<file path="config.mk">
export PLATFORM = sky130hd
export DESIGN_NAME = instruction_encoder
export DESIGN_NICKNAME = d
export VERILOG_FILES = /design/src/rtl/instruction_encoder_pkg.sv /design/src/rtl/instruction_encode_fields.sv /design/src/rtl/instruction_encoder.sv
export SDC_FILE = /design/constraint.sdc
export NUM_CORES = 1
export LEC_CHECK = 0
export BUFFER_PORTS_ARGS = -buffer_cell sky130_fd_sc_hd__buf_2
export CAP_MARGIN = 20
export CORE_MARGIN = 3
export CORE_UTILIZATION = 54
export CTS_BUF_LIST = sky130_fd_sc_hd__clkbuf_2 sky130_fd_sc_hd__clkbuf_4 sky130_fd_sc_hd__clkbuf_8
export DETAILED_ROUTE_END_ITERATION = 6
export GPL_ROUTABILITY_DRIVEN = 0
export HOLD_SLACK_MARGIN = 0.06
export PLACE_DENSITY = 0.95
export SYNTH_ARGS = -nofsm -noshare
export SYNTH_HDL_FRONTEND = slang
export SYNTH_SLANG_ARGS = --single-unit
</file>
<file path="constraint.sdc">
create_clock -name clk -period 3.5 [get_ports clk]
set_input_delay 0.525 -clock clk [delete_from_list [all_inputs] [get_ports clk]]
set_output_delay 0.525 -clock clk [all_outputs]
set_load 0.005 [all_outputs]
</file>
<file path="src/rtl/instruction_encoder_pkg.sv">
// Shared format codes, opcode constants and range-check helper for the RV32I encoder.
// Imported by the field packer, the streaming top level and the bench.
package instruction_encoder_pkg;

    typedef enum logic [2:0] {
        FMT_R = 3'd0,
        FMT_I = 3'd1,
        FMT_S = 3'd2,
        FMT_B = 3'd3,
        FMT_U = 3'd4,
        FMT_J = 3'd5
    } format_e;

    localparam logic [31:0] ILLEGAL_INSTRUCTION = 32'h0000_0000;

    localparam logic [6:0] OP_IMM = 7'h13;
    localparam logic [6:0] STORE  = 7'h23;
    localparam logic [6:0] BRANCH = 7'h63;
    localparam logic [6:0] LUI    = 7'h37;
    localparam logic [6:0] JAL    = 7'h6F;

    typedef struct packed {
        logic [31:0] instruction;
        logic        error;
    } encoded_t;

    // True when imm[31:lsb] are all copies of the sign bit, i.e. the value
    // fits a signed field whose top bit sits at position lsb.
    function automatic logic sign_run(input logic [31:0] imm, input int lsb);
        logic ok;
        ok = 1'b1;
        for (int i = 0; i < 32; i++) begin
            if (i >= lsb && imm[i] != imm[31]) begin
                ok = 1'b0;
            end
        end
        return ok;
    endfunction

endpackage

</file>
<file path="src/rtl/instruction_encode_fields.sv">
// Combinational RV32I field packer with immediate range check.
// Out-of-range immediates and unknown formats yield the illegal all-zero word.
module instruction_encode_fields
    import instruction_encoder_pkg::*;
(
    input  logic [2:0]  format,
    input  logic [6:0]  opcode,
    input  logic [4:0]  source_reg_1,
    input  logic [4:0]  source_reg_2,
    input  logic [4:0]  destination_reg,
    input  logic [2:0]  subfunction_3,
    input  logic [6:0]  subfunction_7,
    input  logic [31:0] immediate,
    output encoded_t    result
);

    logic [31:0] word;
    logic        bad;

    always_comb begin
        word = ILLEGAL_INSTRUCTION;
        bad  = 1'b0;
        case (format)
            FMT_R: begin
                word = {subfunction_7, source_reg_2, source_reg_1, subfunction_3,
                        destination_reg, opcode};
            end
            FMT_I: begin
                word = {immediate[11:0], source_reg_1, subfunction_3, destination_reg, opcode};
                bad  = !sign_run(immediate, 11);
            end
            FMT_S: begin
                word = {immediate[11:5], source_reg_2, source_reg_1, subfunction_3,
                        immediate[4:0], opcode};
                bad  = !sign_run(immediate, 11);
            end
            FMT_B: begin
                word = {immediate[12], immediate[10:5], source_reg_2, source_reg_1,
                        subfunction_3, immediate[4:1], immediate[11], opcode};
                bad  = immediate[0] || !sign_run(immediate, 12);
            end
            FMT_U: begin
                word = {immediate[31:12], destination_reg, opcode};
                bad  = (immediate[11:0] != 12'h000);
            end
            FMT_J: begin
                word = {immediate[20], immediate[10:1], immediate[11], immediate[19:12],
                        destination_reg, opcode};
                bad  = immediate[0] || !sign_run(immediate, 20);
            end
            default: begin
                bad = 1'b1;
            end
        endcase

        result.instruction = bad ? ILLEGAL_INSTRUCTION : word;
        result.error       = bad;
    end

endmodule

</file>
<file path="src/rtl/instruction_encoder.sv">
// Streaming RV32I encoder: one-deep output register with back-pressure,
// sequential instruction-memory address, sticky wrap flag and transfer count.
module instruction_encoder
    import instruction_encoder_pkg::*;
#(
    parameter logic [31:0] BASE_ADDR   = 32'h0000_0000,
    parameter int          DEPTH_WORDS = 1024
) (
    input  logic        clk,
    input  logic        reset,
    input  logic        in_valid,
    output logic        in_ready,
    input  logic [2:0]  format,
    input  logic [6:0]  opcode,
    input  logic [4:0]  source_reg_1,
    input  logic [4:0]  source_reg_2,
    input  logic [4:0]  destination_reg,
    input  logic [2:0]  subfunction_3,
    input  logic [6:0]  subfunction_7,
    input  logic [31:0] immediate,
    output logic        out_valid,
    input  logic        out_ready,
    output logic [31:0] out_instruction,
    output logic [31:0] out_address,
    output logic        out_error,
    output logic        wrapped,
    output logic [15:0] encoded_count
);

    localparam logic [31:0] LAST_ADDR = BASE_ADDR + 32'(4 * (DEPTH_WORDS - 1));

    encoded_t    encoded;
    logic        accept;
    logic        transfer;
    logic        at_last;
    logic [31:0] next_address;

    instruction_encode_fields u_fields (
        .format          (format),
        .opcode          (opcode),
        .source_reg_1    (source_reg_1),
        .source_reg_2    (source_reg_2),
        .destination_reg (destination_reg),
        .subfunction_3   (subfunction_3),
        .subfunction_7   (subfunction_7),
        .immediate       (immediate),
        .result          (encoded)
    );

    assign in_ready     = !out_valid || out_ready;
    assign accept       = in_valid && in_ready;
    assign transfer     = out_valid && out_ready;
    assign at_last      = (out_address == LAST_ADDR);
    assign next_address = at_last ? BASE_ADDR : out_address + 32'd4;

    // out_address always names the slot of the word held (or the next one to
    // be accepted), so a same-cycle accept+transfer picks up the advanced slot.
    always_ff @(posedge clk) begin
        if (reset) begin
            out_valid       <= 1'b0;
            out_instruction <= ILLEGAL_INSTRUCTION;
            out_error       <= 1'b0;
            out_address     <= BASE_ADDR;
            wrapped         <= 1'b0;
            encoded_count   <= 16'h0000;
        end else begin
            if (transfer) begin
                out_address <= next_address;
                if (at_last) begin
                    wrapped <= 1'b1;
                end
                if (encoded_count != 16'hFFFF) begin
                    encoded_count <= encoded_count + 16'd1;
                end
            end

            if (accept) begin
                out_valid       <= 1'b1;
                out_instruction <= encoded.instruction;
                out_error       <= encoded.error;
            end else if (transfer) begin
                out_valid <= 1'b0;
            end
        end
    end

endmodule

</file>
==> metrics.md <==
| Metric | Value |
|---|---|
| Delay-heaviest family, CP | simple AND/OR/NAND/NOR gates |
| RSZ-0062 raised after global routing | no |
| TritonCTS Buffers | 9 |
| DIE HEIGHT | 91.2 um |
| Antenna viol nets, final | 0 |
| Final Hold Fails | 0 |
| Cell count after synthesis | 438 |
| Setup_tns | 0 ns |
| Layout area overhead | 26.6% |
| Root Buffer | clkbuf_8 |
| CP endpoint kind | flop |
| Yosys reg bits | 81 |
| Area occupied by multi-input gates | 2130 sq um |
| Crit path buf inv count | 0 |
| Die area | 8320 sq um |
| Ys Warns | 0 |
| Clock tree buffer depth | 2 |
| Worst Path Arrival | 2.68 ns |
| Fin Hold WS | 0.393 ns |
| Drt first-iter violations | 209 |
| Skew final | 0.00941 ns |
| Dpl cell area | 4700 sq um |
| Core footprint | 6910 sq um |
| Post-CTS setup repair buffer count | 0 |
| CP required | 3.70 ns |
| Worst-margin pin slew | 0.807 ns |
| Clock Sinks | 81 |
| Fillers | 570 |
| Critical Path Max Stage Delay | 0.55 ns |
| Clock insertion delay at the later pin of the skew report | 0.34 ns |
| Most frequent cells in the layout | buf_2 (152), dfxtp_1 (81), nor2_1 (67), a22o_1 (36), xnor2_1 (29) |
| Final nets | 656 |
| Largest net degree at the start of global routing | 33 |
| Hold_buf cts | 0 |
| DR pass1 iterations | 5 |
| CP Class | reg -> reg |
| Post-route clock period utilization | 0.708 |
| Tot GR Track Use | 0.267 |
| # setup viols final | 0 |
| Post-detail-place hpwl | 8.52 mm |
| Hold Path Class | in -> reg |
| Vias in the first global route | 3797 |
| # port buffers | 152 |
| Final instance area | 4960 sq um |
| # Max-Cap Violations | 0 |
| Initial core utilization | 0.568 |
| Mapped Area | 3920 sq um |
| PostCTS Resize Cnt | 0 |
| Peak supply drop | 0.000260 V |
| Final Slew Violations | 0 |
| Drc violations | 0 |
| Die Wd | 91.2 um |
| DR WL/cell | 16.5 um |
| Post-synthesis sequential area ratio | 0.414 |
| Register area | 1620 sq um |
| Commonest non-fill, non-tap cell in the layout | buf_2 |
| Post-synth EDFFs | 0 |
| Synth async-reset ratio | 0 |
| CTS tree | done |
| Max Fclk | 403 MHz |
| WL final | 11.3 mm |
| Syn Area/Cell | 8.95 sq um |
| Post-Place Cells | 667 |
| Worst path slowest cell | or4_1 |
| Number of I/O pins | 155 |
| Worst-path clk slew | 0.09 ns |
| Critical Path, Cell by Cell | or4_1 -> nor4_1 -> nand4_1 -> nor4_1 -> or2_2 -> nor2_1 |
| N_diodes | 0 |
| Final core utilization | 0.718 |
| H-Tree Depth | 3 |
| Post-route insts no fill | 682 |
| Run status | finished clean |
| # rows | 30 |
| Leak | 0.00218 uW |
| Routed via count | 3971 |
| Via density | 5.82 |
| GRT overflow | 0 |
| Layout cells sized above 1 | 0.326 |
| Antenna violations before repair | 0 |
| First-pass GRT wire length | 18.5 mm |
| Most frequent CP cell | nor4_1 |
| Pwr per Cell Area | 406 nW/um^2 |
| CP Launch Type | flop |
| Critical-path maximum fanout | 30 |
| Main synth FF type | dfxtp_1 |
| Max-slew headroom | 0.461 |
| Min cycle time layout | 2.48 ns |
| Post-synth cell types | 46 |
-- registers in the layout, indices dropped and copies added, names as in the netlist --
register	count
encoded_count	16
out_valid	1
wrapped	1
out_error	1
out_address	30
out_instruction	32
-- worst register-to-register path: stages (launching register included) --
cell and delay (ns):
dfxtp_1 0.36, or4_1 0.55, nor4_1 0.33, nand4_1 0.16
nor4_1 0.27, or2_2 0.54, nor2_1 0.12
-- area by class of cell --
cell class / count / share of cell area
clock buffer: 9 / 0.0250
clock inverter: 6 / 0.0277
inverter: 11 / 0.00832
multi-input combinational: 324 / 0.430
sequential: 81 / 0.327
tap: 96 / 0.0242
timing repair buffer: 155 / 0.158
-- per-stage QoR --
stage          total power, uW  worst slack [ns]
6_report                  2010              1.02
3_5_place_dp              1140             0.870
3_3_place_gp              1140             0.948
5_1_grt                   2090             0.777
4_1_cts                   2020              1.03
2_1_floorplan             1060              1.20
-- logic make-up after synthesis --
group,Yosys count,synth area share
buffers and inverters,34,0.0437
flip-flops,81,0.414
multiplexers,13,0.0364
AND/OR/NAND/NOR,178,0.224
adder cells (fa/ha/maj),3,0.00958
AO/OA/AOI/OAI,83,0.171
XOR/XNOR,45,0.101
other,1,0.000957
-- where the power goes --
part           total (uW)  internal, uW  switching (uW)
sequential            939           931            7.83
combinational         187          82.1             105
clock                 888           548             340
total                2010          1560             453
-- routing by layer --
metal	vias up	GRT usage	routed length [um]
li1	1865	-	-
met1	1879	0.325	4510
met2	201	0.464	5680
met3	26	0.0447	817
met4	0	0.116	268
met5	-	0	0
-- cell usage after synthesis, types with 5 or more instances --
cell      count  area [sq um]
nand3_1      23           115
a22o_1       36           315
mux2_2       10           113
nor3_1       13          65.1
nand2_1      25          93.8
clkbuf_1     13          48.8
xnor2_1      29           254
o21ai_0       7          35.0
o22ai_1       6          37.5
nor4_1        7          43.8
nand4_1      10          62.6
inv_1        11          41.3
and3_1        8          50.1
dfxtp_1      81          1620
xor2_1       16           140
and4_1        5          43.8
nor2_1       68           255
a22oi_1      17           128
-- worst paths after layout --
path,from,to,slack (ns),cells past startpoint
hold / removal,opcode[5],out_instruction[5],0.39,2
hold reg to reg,out_instruction[15],out_instruction[15],0.48,1
setup / recovery,out_address[24],out_address[26],1.02,6
setup reg to reg,out_address[24],out_address[26],1.02,6
No activity file was read; power rests on OpenSTA's default activity.
